$ cat config.mk
export PLATFORM = sky130hd
export DESIGN_NAME = rename_ckpt_ctrl_flat
export DESIGN_NICKNAME = d
export VERILOG_FILES = /design/src/rtl/rename_ckpt_ctrl_if.sv /design/src/rtl/rename_ckpt_ctrl.sv /design/src/flat_wrapper.sv
export SDC_FILE = /design/constraint.sdc
export NUM_CORES = 1
export LEC_CHECK = 0
export ABC_AREA = 1
export CAP_MARGIN = 20
export CORE_MARGIN = 10
export CORE_UTILIZATION = 60
export DETAILED_ROUTE_END_ITERATION = 12
export DONT_BUFFER_PORTS = 1
export PLACE_DENSITY = 0.76
export RECOVER_POWER = 25
export SYNTH_ARGS = -nofsm -noshare
export SYNTH_HDL_FRONTEND = slang
export SYNTH_SLANG_ARGS = --single-unit
$ cat constraint.sdc
create_clock -name clk -period 5.99 [get_ports clk]
set_clock_uncertainty 0.15 [all_clocks]
set_input_delay 1.198 -clock clk [delete_from_list [all_inputs] [get_ports clk]]
set_output_delay 1.198 -clock clk [all_outputs]
set_load 0.01 [all_outputs]
$ cat src/rtl/rename_ckpt_ctrl_if.sv
// Rename/execute/free-list side bus of the branch checkpoint controller.
interface rename_ckpt_ctrl_if #(
  parameter int unsigned NUM_CKPT  = 4,
  parameter int unsigned TAG_BITS  = 2,
  parameter int unsigned PREG_BITS = 7
);
  logic                 br_valid;
  logic [PREG_BITS-1:0] br_head_ptr;
  logic                 br_ready;
  logic [TAG_BITS-1:0]  br_tag;
  logic                 resolve_valid;
  logic [TAG_BITS-1:0]  resolve_tag;
  logic                 resolve_mispredict;
  logic                 fl_restore_en;
  logic [PREG_BITS-1:0] fl_restore_ptr;
  logic [NUM_CKPT-1:0]  kill_mask;
  logic                 stall_rename;
  logic [TAG_BITS:0]    ckpt_count;

  modport master (
    output br_valid, br_head_ptr, resolve_valid, resolve_tag, resolve_mispredict,
    input  br_ready, br_tag, fl_restore_en, fl_restore_ptr, kill_mask, stall_rename, ckpt_count
  );

  modport slave (
    input  br_valid, br_head_ptr, resolve_valid, resolve_tag, resolve_mispredict,
    output br_ready, br_tag, fl_restore_en, fl_restore_ptr, kill_mask, stall_rename, ckpt_count
  );
endinterface

$ cat src/rtl/rename_ckpt_ctrl.sv
// Branch checkpoint controller: allocates free-list head checkpoints per branch,
// retires them in order and drives free-list restore on a mispredict.
module rename_ckpt_ctrl #(
  parameter int unsigned NUM_CKPT  = 4,
  parameter int unsigned TAG_BITS  = 2,
  parameter int unsigned PREG_BITS = 7
) (
  input logic               clk,
  input logic               rst,
  rename_ckpt_ctrl_if.slave io_bus
);
  localparam int unsigned PTR_W = TAG_BITS + 1;

  typedef enum logic {S_IDLE, S_RECOVER} state_t;

  state_t               r_state, w_state_nxt;
  logic [PTR_W-1:0]     r_alloc_ptr, r_retire_ptr, w_alloc_ptr_nxt, w_count;
  logic [PREG_BITS-1:0] r_ptr_mem [NUM_CKPT];
  logic [NUM_CKPT-1:0]  r_valid, r_resolved, w_valid_nxt, w_resolved_nxt, w_younger;
  logic                 r_restore_en;
  logic [PREG_BITS-1:0] r_restore_ptr;
  logic [NUM_CKPT-1:0]  r_kill_mask;
  logic                 w_full, w_br_ready, w_res_hit, w_mispredict, w_alloc, w_retire;
  logic [TAG_BITS-1:0]  w_alloc_idx, w_tail, w_t_age;

  assign w_count      = r_alloc_ptr - r_retire_ptr;
  assign w_full       = (w_count == PTR_W'(NUM_CKPT));
  assign w_br_ready   = (r_state == S_IDLE) && !w_full;
  assign w_alloc_idx  = r_alloc_ptr[TAG_BITS-1:0];
  assign w_tail       = r_retire_ptr[TAG_BITS-1:0];
  assign w_res_hit    = io_bus.resolve_valid && r_valid[io_bus.resolve_tag];
  assign w_mispredict = w_res_hit && io_bus.resolve_mispredict;
  assign w_alloc      = io_bus.br_valid && w_br_ready && !w_mispredict;
  assign w_retire     = r_valid[w_tail] && r_resolved[w_tail];
  assign w_t_age      = io_bus.resolve_tag - w_tail;

  // Younger = live slot whose distance from the retire tail exceeds that of the mispredicted tag.
  always_comb begin
    logic [TAG_BITS-1:0] v_age;
    w_younger = '0;
    v_age     = '0;
    for (int unsigned i = 0; i < NUM_CKPT; i++) begin
      v_age        = TAG_BITS'(i) - w_tail;
      w_younger[i] = r_valid[i] && (v_age > w_t_age);
    end
  end

  always_comb begin
    w_state_nxt     = r_state;
    w_valid_nxt     = r_valid;
    w_resolved_nxt  = r_resolved;
    w_alloc_ptr_nxt = r_alloc_ptr;
    case (r_state)
      S_IDLE:    if (w_mispredict)  w_state_nxt = S_RECOVER;
      S_RECOVER: if (!w_mispredict) w_state_nxt = S_IDLE;
    endcase
    if (w_retire)  w_valid_nxt[w_tail] = 1'b0;
    if (w_res_hit) w_resolved_nxt[io_bus.resolve_tag] = 1'b1;
    // A same-cycle allocation is younger than the mispredict and is dropped.
    if (w_mispredict) begin
      w_valid_nxt     = w_valid_nxt & ~w_younger;
      w_alloc_ptr_nxt = r_retire_ptr + PTR_W'(w_t_age) + PTR_W'(1);
    end else if (w_alloc) begin
      w_valid_nxt[w_alloc_idx]    = 1'b1;
      w_resolved_nxt[w_alloc_idx] = 1'b0;
      w_alloc_ptr_nxt             = r_alloc_ptr + PTR_W'(1);
    end
  end

  always_ff @(posedge clk) begin
    if (rst) begin
      r_state       <= S_IDLE;
      r_alloc_ptr   <= '0;
      r_retire_ptr  <= '0;
      r_valid       <= '0;
      r_resolved    <= '0;
      r_restore_en  <= 1'b0;
      r_restore_ptr <= '0;
      r_kill_mask   <= '0;
    end else begin
      r_state       <= w_state_nxt;
      r_alloc_ptr   <= w_alloc_ptr_nxt;
      r_retire_ptr  <= r_retire_ptr + PTR_W'(w_retire);
      r_valid       <= w_valid_nxt;
      r_resolved    <= w_resolved_nxt;
      r_restore_en  <= w_mispredict;
      r_kill_mask   <= w_mispredict ? w_younger : '0;
      if (w_mispredict) r_restore_ptr <= r_ptr_mem[io_bus.resolve_tag];
    end
  end

  always_ff @(posedge clk) begin
    if (w_alloc) r_ptr_mem[w_alloc_idx] <= io_bus.br_head_ptr;
  end

  assign io_bus.br_ready       = w_br_ready;
  assign io_bus.br_tag         = w_alloc_idx;
  assign io_bus.fl_restore_en  = r_restore_en;
  assign io_bus.fl_restore_ptr = r_restore_ptr;
  assign io_bus.kill_mask      = r_kill_mask;
  assign io_bus.stall_rename   = (r_state == S_RECOVER);
  assign io_bus.ckpt_count     = w_count;
endmodule

$ cat src/flat_wrapper.sv
// flat-port wrapper written by rule: the top's interface ports become plain ports
module rename_ckpt_ctrl_flat 
#(
  parameter int unsigned NUM_CKPT  = 4,
  parameter int unsigned TAG_BITS  = 2,
  parameter int unsigned PREG_BITS = 7
)
  (clk, rst, io_bus_br_valid, io_bus_br_head_ptr, io_bus_resolve_valid, io_bus_resolve_tag, io_bus_resolve_mispredict, io_bus_br_ready, io_bus_br_tag, io_bus_fl_restore_en, io_bus_fl_restore_ptr, io_bus_kill_mask, io_bus_stall_rename, io_bus_ckpt_count);
  rename_ckpt_ctrl_if #(.NUM_CKPT(NUM_CKPT), .TAG_BITS(TAG_BITS), .PREG_BITS(PREG_BITS)) io_bus_i ();
  input logic clk;
  input logic rst;
  input wire logic [$bits(io_bus_i.br_valid)-1:0] io_bus_br_valid;
  input wire logic [$bits(io_bus_i.br_head_ptr)-1:0] io_bus_br_head_ptr;
  input wire logic [$bits(io_bus_i.resolve_valid)-1:0] io_bus_resolve_valid;
  input wire logic [$bits(io_bus_i.resolve_tag)-1:0] io_bus_resolve_tag;
  input wire logic [$bits(io_bus_i.resolve_mispredict)-1:0] io_bus_resolve_mispredict;
  output wire logic [$bits(io_bus_i.br_ready)-1:0] io_bus_br_ready;
  output wire logic [$bits(io_bus_i.br_tag)-1:0] io_bus_br_tag;
  output wire logic [$bits(io_bus_i.fl_restore_en)-1:0] io_bus_fl_restore_en;
  output wire logic [$bits(io_bus_i.fl_restore_ptr)-1:0] io_bus_fl_restore_ptr;
  output wire logic [$bits(io_bus_i.kill_mask)-1:0] io_bus_kill_mask;
  output wire logic [$bits(io_bus_i.stall_rename)-1:0] io_bus_stall_rename;
  output wire logic [$bits(io_bus_i.ckpt_count)-1:0] io_bus_ckpt_count;
  assign io_bus_i.br_valid = io_bus_br_valid;
  assign io_bus_i.br_head_ptr = io_bus_br_head_ptr;
  assign io_bus_i.resolve_valid = io_bus_resolve_valid;
  assign io_bus_i.resolve_tag = io_bus_resolve_tag;
  assign io_bus_i.resolve_mispredict = io_bus_resolve_mispredict;
  assign io_bus_br_ready = io_bus_i.br_ready;
  assign io_bus_br_tag = io_bus_i.br_tag;
  assign io_bus_fl_restore_en = io_bus_i.fl_restore_en;
  assign io_bus_fl_restore_ptr = io_bus_i.fl_restore_ptr;
  assign io_bus_kill_mask = io_bus_i.kill_mask;
  assign io_bus_stall_rename = io_bus_i.stall_rename;
  assign io_bus_ckpt_count = io_bus_i.ckpt_count;
  rename_ckpt_ctrl #(.NUM_CKPT(NUM_CKPT), .TAG_BITS(TAG_BITS), .PREG_BITS(PREG_BITS)) u_core (.clk(clk), .rst(rst), .io_bus(io_bus_i));
endmodule
==> results of run 1 <==
==> area by class of cell <==
| class | count | share of cell area |
|---|---|---|
| Sequential cell | 54 | 0.4973 |
| Multi-Input combinational cell | 192 | 0.3944 |
| Inverter | 38 | 0.05210 |
| Clock buffer | 5 | 0.02514 |
| Tap cell | 52 | 0.02377 |
| Clock inverter | 3 | 0.007313 |
==> layer usage <==
metal / up-vias / global-route usage / wire length (um)
li1: 958 / - / -
met1: 882 / 0.1824 / 2330
met2: 58 / 0.2456 / 2665
met3: 10 / 0.05441 / 504
met4: 0 / 0.05302 / 99
met5: - / 0 / 0
==> flip-flops by register name, indices dropped and copies added, names as in the netlist <==
name / cells
u_core.r_ptr_mem: 28
u_core.r_valid: 4
u_core.io_bus.fl_restore_en: 1
u_core.r_retire_ptr: 3
u_core.io_bus.fl_restore_ptr: 7
u_core.io_bus.kill_mask: 4
u_core.r_alloc_ptr: 3
u_core.r_resolved: 4
==> critical path, stage by stage (launching register included) <==
cell     delay, ps
dfxtp_1        470
inv_1          140
ha_1           230
fa_1           500
nand2_1         60
inv_1           50
nand3_1         90
nand2_1         70
inv_1           70
==> where the power goes <==
part	internal [mW]	switching, mW	leakage (nW)	total, mW
clock	0.0824	0.116	0.0422	0.199
combinational	0.0195	0.0425	0.634	0.0620
sequential	0.405	0.00920	0.467	0.414
==> cell usage in the layout, fill, tap and decap left out, types with 2 or more instances in the layout <==
| cell | instances |
|---|---|
| a21boi_0 | 2 |
| a21oi_1 | 14 |
| clkbuf_8 | 5 |
| dfxtp_1 | 26 |
| edfxtp_1 | 28 |
| fa_1 | 2 |
| ha_1 | 17 |
| inv_1 | 36 |
| inv_2 | 2 |
| nand2_1 | 69 |
| nand2_2 | 6 |
| nand3_1 | 34 |
| nand4_1 | 9 |
| nor2_1 | 18 |
| nor3_1 | 3 |
| o21ai_0 | 8 |
| xor2_1 | 2 |
==> logic make-up (layout without fill, tap and decap cells) <==
logic type / count (synthesis) / in the layout / synth area share
buf+inv: 51 / 46 / 0.08704
compound gates: 27 / 27 / 0.05616
simple gates: 143 / 143 / 0.2433
fa+ha+maj: 19 / 19 / 0.09452
xor+xnor: 3 / 3 / 0.009829
flops: 54 / 54 / 0.5091
==> worst paths after layout <==
check,startpoint,to,slack (ps),cells past startpoint
worst max register to register,u_core.r_alloc_ptr[0],u_core.r_ptr_mem[0][2],3220,10
worst min-delay path,u_core.r_valid[0],u_core.io_bus.kill_mask[0],350,2
worst max-delay path,u_core.r_alloc_ptr[0],io_bus_br_ready,2660,8
worst min register to register,u_core.r_valid[0],u_core.io_bus.kill_mask[0],350,2
==> through the flow <==
| stage | instance area [sq um] | hold slack [ps] |
|---|---|---|
| floorplan | 2674 | 307.9 |
| global placement | 2649 | 330.2 |
| detailed placement | 2649 | 333.5 |
| CTS | 2738 | 347.1 |
| global route | 2738 | 384.6 |
| finish | 2738 | 351.3 |
==> metrics.yaml, run 1 <==
sta:
  hold_viol: 0
  fin_tns_setup_ps: 0
  min_period_ps: 3328
  rsz0062_at_grt: "no"
  setup_slack_ps: 2662
  clock.fmax_mhz: 300.5
  slew_headroom: 0.5914
  finalSetupViolCount: 0
  period_share: 0.5556
  drv_slew: 0
  tightest_slew_ps: 610.7
synth:
  synth.yosys.seq_area_share: 0.5091
  synth_most_common_cell: "nand2_1"
  synthesis.area_per_instance_sq_um: 9.003
  ys_async_sr_fraction: 0
  yosys-top-cells-area: "edfxtp_1 (31%), dfxtp_1 (19%), nand2_1 (9.7%), ha_1 (8.0%), nand3_1 (6.4%)"
  synth_seq_cells: 54
  synthFlopType: "edfxtp_1"
  synth_top_area_frac: 0.3145
  netlist_area_sq_um: 2674
  synth.distinct_cells: 27
  synth-edff-count: 28
  synthCells: 297
  synth_common_cells: "nand2_1 (69), inv_1 (36), nand3_1 (34)"
  synth_top_cell_by_area: "edfxtp_1"
  synth_nets: 330
  synth-warning-count: 0
detailed_routing:
  wl_per_cell_um: 16.28
  vias_per_cell: 5.547
  drcViolationCount: 0
  drt_first_iter_violations: 125
  firstDrtPassIters: 4
  drt_wl_total_um: 5600
  vias: 1908
  drtAntennaViolNets: 0
global_route:
  antenna_found_initial: 0
  grt_pass1_vias: 1808
  grt_max_degree: 23
  grt_pass1_wl_um: 8949
  gr-total-overflow: 0
  grt_usage: 0.1520
worst_setup_path:
  cp.arrival_ps: 1980
  cp.required_ps: 4640
  setup.worst_path.class: "flop to primary output"
  startpoint_type: "flop"
  crit_fanout: 5
  critPathCaptureType: "primary output"
layout:
  multiInputGateArea_sq_um: 1080
  n_antenna_cell: 0
  fin_nets: 324
  final_layout_size_suffix_gt1_frac: 0.07192
  register_area_sq_um: 1361
  area_growth_pct: 2.387
  final_cells: 344
  post-route-util: 0.6331
  nFillCells: 364
cts:
  cts_setup_buffers: 0
  cts_buffer_depth: 2
  cts_tree: "built"
  cts_resized: 0
  holdBufCountCts: 0
  root_buffer: "clkbuf_8"
  cts-htree-levels: 2
  clk_pin_slew_worst_paths_ps: 90
  insertion_delay_ps: 310
  clock-sinks: 54
  numCtsBuffers: 5
pwr:
  power_density_nw_per_um2: 246.5
  power_leakage_nw: 1.144
  fin_total_pwr_mw: 0.6748
  ir_drop_uv: 178.7
floorplan:
  num_rows: 24
  start_util: 0.6183
  die_h_um: 86.76
  top_level_ports: 33
  core-area_sq_um: 4324
  die_w_um: 86.76
  dieArea_sq_um: 7526
job:
  cap_violations: 0
placement:
  portBuffers: 0
  dpl_worst_slack_ps: 2677
  gp_congestion: 0.8838
  dp.cells: 336
  dp_hpwl_um: 4188
min_path:
  hold_class: "flop to flop"
outcome:
  status: "finished clean"
No activity file was read; power rests on OpenSTA's default activity.
==> run 2, diff against run 1 <==
==> constraint.sdc (replaced) <==
create_clock -name clk -period 3.4 [get_ports clk]
set_clock_uncertainty 0.15 [all_clocks]
set_input_delay 0.68 -clock clk [delete_from_list [all_inputs] [get_ports clk]]
set_output_delay 0.68 -clock clk [all_outputs]
set_load 0.01 [all_outputs]
==> metrics.yaml, run 2 (synthesis gave the netlist of run 1 again) <==
outcome:
  status: "finished clean"
pwr:
  p_sw_mw: 0.3144
  fin_total_pwr_mw: 1.215
  power_density_nw_per_um2: 442.4
  power_leakage_nw: 1.152
  ir_drop_uv: 345.0
  p_clk_frac: 0.314
  p_int_mw: 0.9007
  switching_share: 0.2588
  power_frac_seq: 0.600
  combPwrFrac: 0.086
cts:
  cts_setup_buffers: 0
  cts_buffer_depth: 2
  numCtsBuffers: 5
  insertion_delay_ps: 310
  cts_tree: "built"
  cts-htree-levels: 2
  root_buffer: "clkbuf_8"
  clock-sinks: 54
  holdBufCountCts: 0
  clk_pin_slew_worst_paths_ps: 100
  cts_resized: 0
floorplan:
  start_util: 0.6183
  top_level_ports: 33
  num_rows: 24
  dieArea_sq_um: 7526
  core-area_sq_um: 4324
  die_h_um: 86.76
  die_w_um: 86.76
worst_setup_path:
  critPathCaptureType: "primary output"
  cp.arrival_ps: 2010
  r2r_start: "u_core.r_alloc_ptr[0]"
  worst_path_largest_cell_delay_ps: 500
  worst_path_most_repeated_cell: "inv_1"
  critPathSlowestCell: "fa_1"
  crit_chain: "inv_1 -> ha_1 -> fa_1 -> nand2_1 -> inv_1 -> nand3_1 -> nand2_1 -> inv_1"
  crit_fanout: 5
  startpoint_type: "flop"
  critPathLaunch: "u_core.r_alloc_ptr[0]"
  r2r_setup_slack_ps: 640
  setup.worst_path.class: "flop to primary output"
  cp.required_ps: 2570
sta:
  fin_tns_setup_ps: 0
  min_period_ps: 2839
  drv_slew: 0
  hold_viol: 0
  period_share: 0.8350
  finalSetupViolCount: 0
  rsz0062_at_grt: "no"
  slew_headroom: 0.5727
  clock.fmax_mhz: 352.2
  tightest_slew_ps: 638.5
placement:
  portBuffers: 0
  dp_hpwl_um: 3942
  gp_congestion: 0.8654
layout:
  multiInputGateArea_sq_um: 1080
  final_common_cell: "nand2_1"
  largest_reg_flops: 28
  final_layout_size_suffix_gt1_frac: 0.07534
  nFillCells: 383
  area_growth_pct: 2.714
  register_area_sq_um: 1361
  registers.top_by_ff_count: "u_core.r_ptr_mem"
  fin_nets: 324
  mostFrequentLayoutCells: "nand2_1 (69), inv_1 (36), nand3_1 (34)"
  n_antenna_cell: 0
global_route:
  grt_pass1_vias: 1820
  grt_usage: 0.1520
  gr-total-overflow: 0
  antenna_found_initial: 0
  grt_pass1_wl_um: 9018
  grt_max_degree: 23
detailed_routing:
  drtAntennaViolNets: 0
  drcViolationCount: 0
  firstDrtPassIters: 4
  wl_per_cell_um: 15.94
  drt_wl_total_um: 5482
  vias: 1889
  drt_first_iter_violations: 162
  vias_per_cell: 5.491
job:
  cap_violations: 0
min_path:
  hold_class: "input port to flop"
  holdCritStartpoint: "rst"
## run 2: changes by cell type in the layout (fill, tap and decap cells not counted), sizes merged
| cell | delta |
|---|---|
| clkinvlp | -1 |
| inv | +1 |
## run 2: stage by stage
| stage | hold slack, ps | cell area, sq um | instances | setup WS, ps | utilization |
|---|---|---|---|---|---|
| floorplan | 307.9 | 2674 | 297 | 973.4 | - |
| global placement | 342.6 | 2649 | 336 | 652.1 | 0.6126 |
| detailed placement | 342.8 | 2649 | 336 | 631.1 | 0.6126 |
| CTS | 259.6 | 2746 | 344 | 521.9 | 0.6351 |
| global route | 251.3 | 2746 | 344 | 429.7 | 0.6351 |
| finish | 264.8 | 2746 | 344 | 560.8 | 0.6351 |
## run 2: per-layer routing
metal / vias to the layer above / GRT usage / wire [um]
li1: 958 / - / -
met1: 864 / 0.1932 / 2317
met2: 56 / 0.2376 / 2672
met3: 11 / 0.04409 / 387
met4: 0 / 0.05891 / 105
met5: - / 0 / 0
## run 2: critical path: cells and delay by family (launching register included)
| kind | cells | cell delay, ps |
|---|---|---|
| DFF | 1 | 480 |
| and+or+nand+nor | 3 | 220 |
| adders and majority gates | 2 | 730 |
| buffers and inverters | 3 | 280 |
## run 2: path summary, 6_finish.rpt
kind | endpoint | depth (start not counted)
max reg2reg | u_core.r_ptr_mem[3][3] | 10
min | u_core.r_valid[0] | 1
max | io_bus_br_ready | 8
min reg2reg | u_core.io_bus.kill_mask[0] | 2
## run 2: cell type report
class,instances,area share
Clock inverter,3,0.01048
Tap cell,52,0.02369
Sequential cell,54,0.4957
Multi-Input combinational cell,192,0.3932
Clock buffer,5,0.02506
Inverter,38,0.05194
## run 2: power groups by stage
stage / Clock (mW) / Combinational, mW / Sequential (mW)
floorplan: 0 / 0.0993 / 0.738
global placement: 0 / 0.103 / 0.743
detailed placement: 0 / 0.104 / 0.744
CTS: 0.385 / 0.106 / 0.729
global route: 0.415 / 0.121 / 0.732
finish: 0.382 / 0.105 / 0.729
==> run 3, diff against run 2 <==
--- a/config.mk
+++ b/config.mk
@@ -8,10 +8,10 @@
 export ABC_AREA = 1
 export CAP_MARGIN = 20
 export CORE_MARGIN = 10
-export CORE_UTILIZATION = 60
+export CORE_UTILIZATION = 56
 export DETAILED_ROUTE_END_ITERATION = 12
 export DONT_BUFFER_PORTS = 1
-export PLACE_DENSITY = 0.76
+export PLACE_DENSITY = 0.74
 export RECOVER_POWER = 25
 export SYNTH_ARGS = -nofsm -noshare
 export SYNTH_HDL_FRONTEND = slang
==> constraint.sdc (replaced) <==
create_clock -name clk -period 2.3 [get_ports clk]
set_clock_uncertainty 0.15 [all_clocks]
set_input_delay 0.46 -clock clk [delete_from_list [all_inputs] [get_ports clk]]
set_output_delay 0.46 -clock clk [all_outputs]
set_load 0.01 [all_outputs]
==> metrics.yaml, run 3 (synthesis gave the netlist of run 1 again) <==
layout:
  final_layout_size_suffix_gt1_frac: 0.1623
  design_area_sq_um: 2929
  largest_reg_flops: 28
  area_growth_pct: 9.546
  fin_nets: 340
  final_common_cell: "nand2_1"
  n_antenna_cell: 0
  nFillCells: 374
  mostFrequentLayoutCells: "nand2_1 (67), nand3_1 (33), inv_1 (30)"
  registers.top_by_ff_count: "u_core.r_ptr_mem"
detailed_routing:
  drt_wl_total_um: 6024
  wl_per_cell_um: 16.64
  vias_per_cell: 5.533
  firstDrtPassIters: 5
  vias: 2003
  drt_first_iter_violations: 139
  drcViolationCount: 0
  drtAntennaViolNets: 0
cts:
  cts-htree-levels: 2
  numCtsBuffers: 5
  clock-sinks: 54
  root_buffer: "clkbuf_8"
  cts_buffer_depth: 2
  holdBufCountCts: 0
  insertion_delay_ps: 310
  cts_tree: "built"
  clk_pin_slew_worst_paths_ps: 100
min_path:
  hold_class: "input port to flop"
  holdCritStartpoint: "rst"
floorplan:
  start_util: 0.5737
  die_h_um: 89.10
  die_w_um: 89.10
  dieArea_sq_um: 7939
  num_rows: 25
  core-area_sq_um: 4661
  top_level_ports: 33
worst_setup_path:
  crit_fanout: 2
  critPathLaunch: "u_core.r_alloc_ptr[0]"
  cp.arrival_ps: 1640
  cp.required_ps: 1690
  setup.worst_path.class: "flop to primary output"
  startpoint_type: "flop"
  critPathCaptureType: "primary output"
  r2r_start: "u_core.r_alloc_ptr[0]"
pwr:
  power_leakage_nw: 1.225
  ir_drop_uv: 361.0
  p_int_mw: 1.451
  switching_share: 0.2386
  p_sw_mw: 0.4546
  combPwrFrac: 0.104
  p_clk_frac: 0.334
  power_density_nw_per_um2: 650.4
  power_frac_seq: 0.563
  fin_total_pwr_mw: 1.905
sta:
  clock.fmax_mhz: 443.5
  drv_slew: 0
  setup_slack_ps: 45.31
  tightest_slew_ps: 479.9
  period_share: 0.9803
  slew_headroom: 0.6789
  hold_viol: 0
  min_period_ps: 2255
  rsz0062_at_grt: "yes"
  finalSetupViolCount: 0
global_route:
  grt_max_degree: 23
  antenna_found_initial: 0
  grt_pass1_wl_um: 9804
  grt_usage: 0.1587
  gr-total-overflow: 0
  grt_pass1_vias: 1945
placement:
  post_dp_cell_area_sq_um: 2764
  gp_congestion: 0.9443
  dp_hpwl_um: 4541
  portBuffers: 0
  dpl_worst_slack_ps: -39.96
job:
  cap_violations: 0
outcome:
  status: "finished clean"
==> run 3: changes by cell type in the layout (fill, tap and decap cells not counted), moves of 2 or more <==
cell     delta
dfxtp_1     -2
nand2_1     -2
inv_1       -6
inv_2       +3
ha_1        -2
inv_4       +3
buf_4      +15
nand2_2     +2
==> run 3: critical path, stage by stage (launching register included) <==
cell,delay (ps)
dfxtp_2,340
inv_2,50
ha_4,150
fa_1,500
nand2_1,60
inv_1,60
nand3_2,70
nand2_2,70
inv_2,50
==> run 3: layer usage <==
| metal | track usage | part of all wire | vias to the layer above |
|---|---|---|---|
| met5 | 0 | 0 | - |
| met3 | 0.05196 | 0.10 | 6 |
| met1 | 0.2062 | 0.44 | 929 |
| li1 | - | - | 992 |
| met2 | 0.2482 | 0.45 | 76 |
| met4 | 0.04046 | 0.011 | 0 |
==> run 3: per-stage QoR <==
step | TNS (ps) | util | hold slack, ps | instances
after global placement | 0 | 0.5930 | 340.0 | 353
after global routing | -95.66 | 0.6285 | 43.16 | 362
after detailed placement | -363.5 | 0.5930 | 344.8 | 353
final | 0 | 0.6285 | 54.60 | 362
after CTS | 0 | 0.6226 | 49.54 | 362
after floorplan | 0 | - | 307.9 | 297
==> run 3: final timing paths <==
check | to | slack (ps) | cells after the start
worst max-delay path | io_bus_br_ready | 50 | 8
worst max register to register | u_core.r_ptr_mem[0][3] | 100 | 10
worst min register to register | u_core.io_bus.fl_restore_ptr[3] | 370 | 2
worst min-delay path | u_core.io_bus.fl_restore_ptr[3] | 50 | 1
==> run 3: repair_timing <==
action | in CTS | in global routing
resized for setup | 6 | 11
endpoints found under the setup margin | 18 | 31
pin swaps | 4 | 4
setup buffers | 1 | 0
==> run 3: power groups by stage <==
stage	sequential (mW)	clock [mW]	combinational [mW]
finish	1.07	0.636	0.198
floorplan	1.09	0	0.148
CTS	1.07	0.649	0.193
detailed placement	1.09	0	0.185
global placement	1.09	0	0.183
global route	1.08	0.687	0.221
==> run 3: final cells by class <==
type / count / area, sq um / share of cell area
clock inverters: 3 / 42.54 / 0.01452
repair buffers: 16 / 123.9 / 0.04229
clock buffers: 5 / 68.82 / 0.02349
inverters: 38 / 150.1 / 0.05126
multi-input cells: 192 / 1110 / 0.3789
flip-flops and latches: 54 / 1366 / 0.4665
well taps: 54 / 67.56 / 0.02307
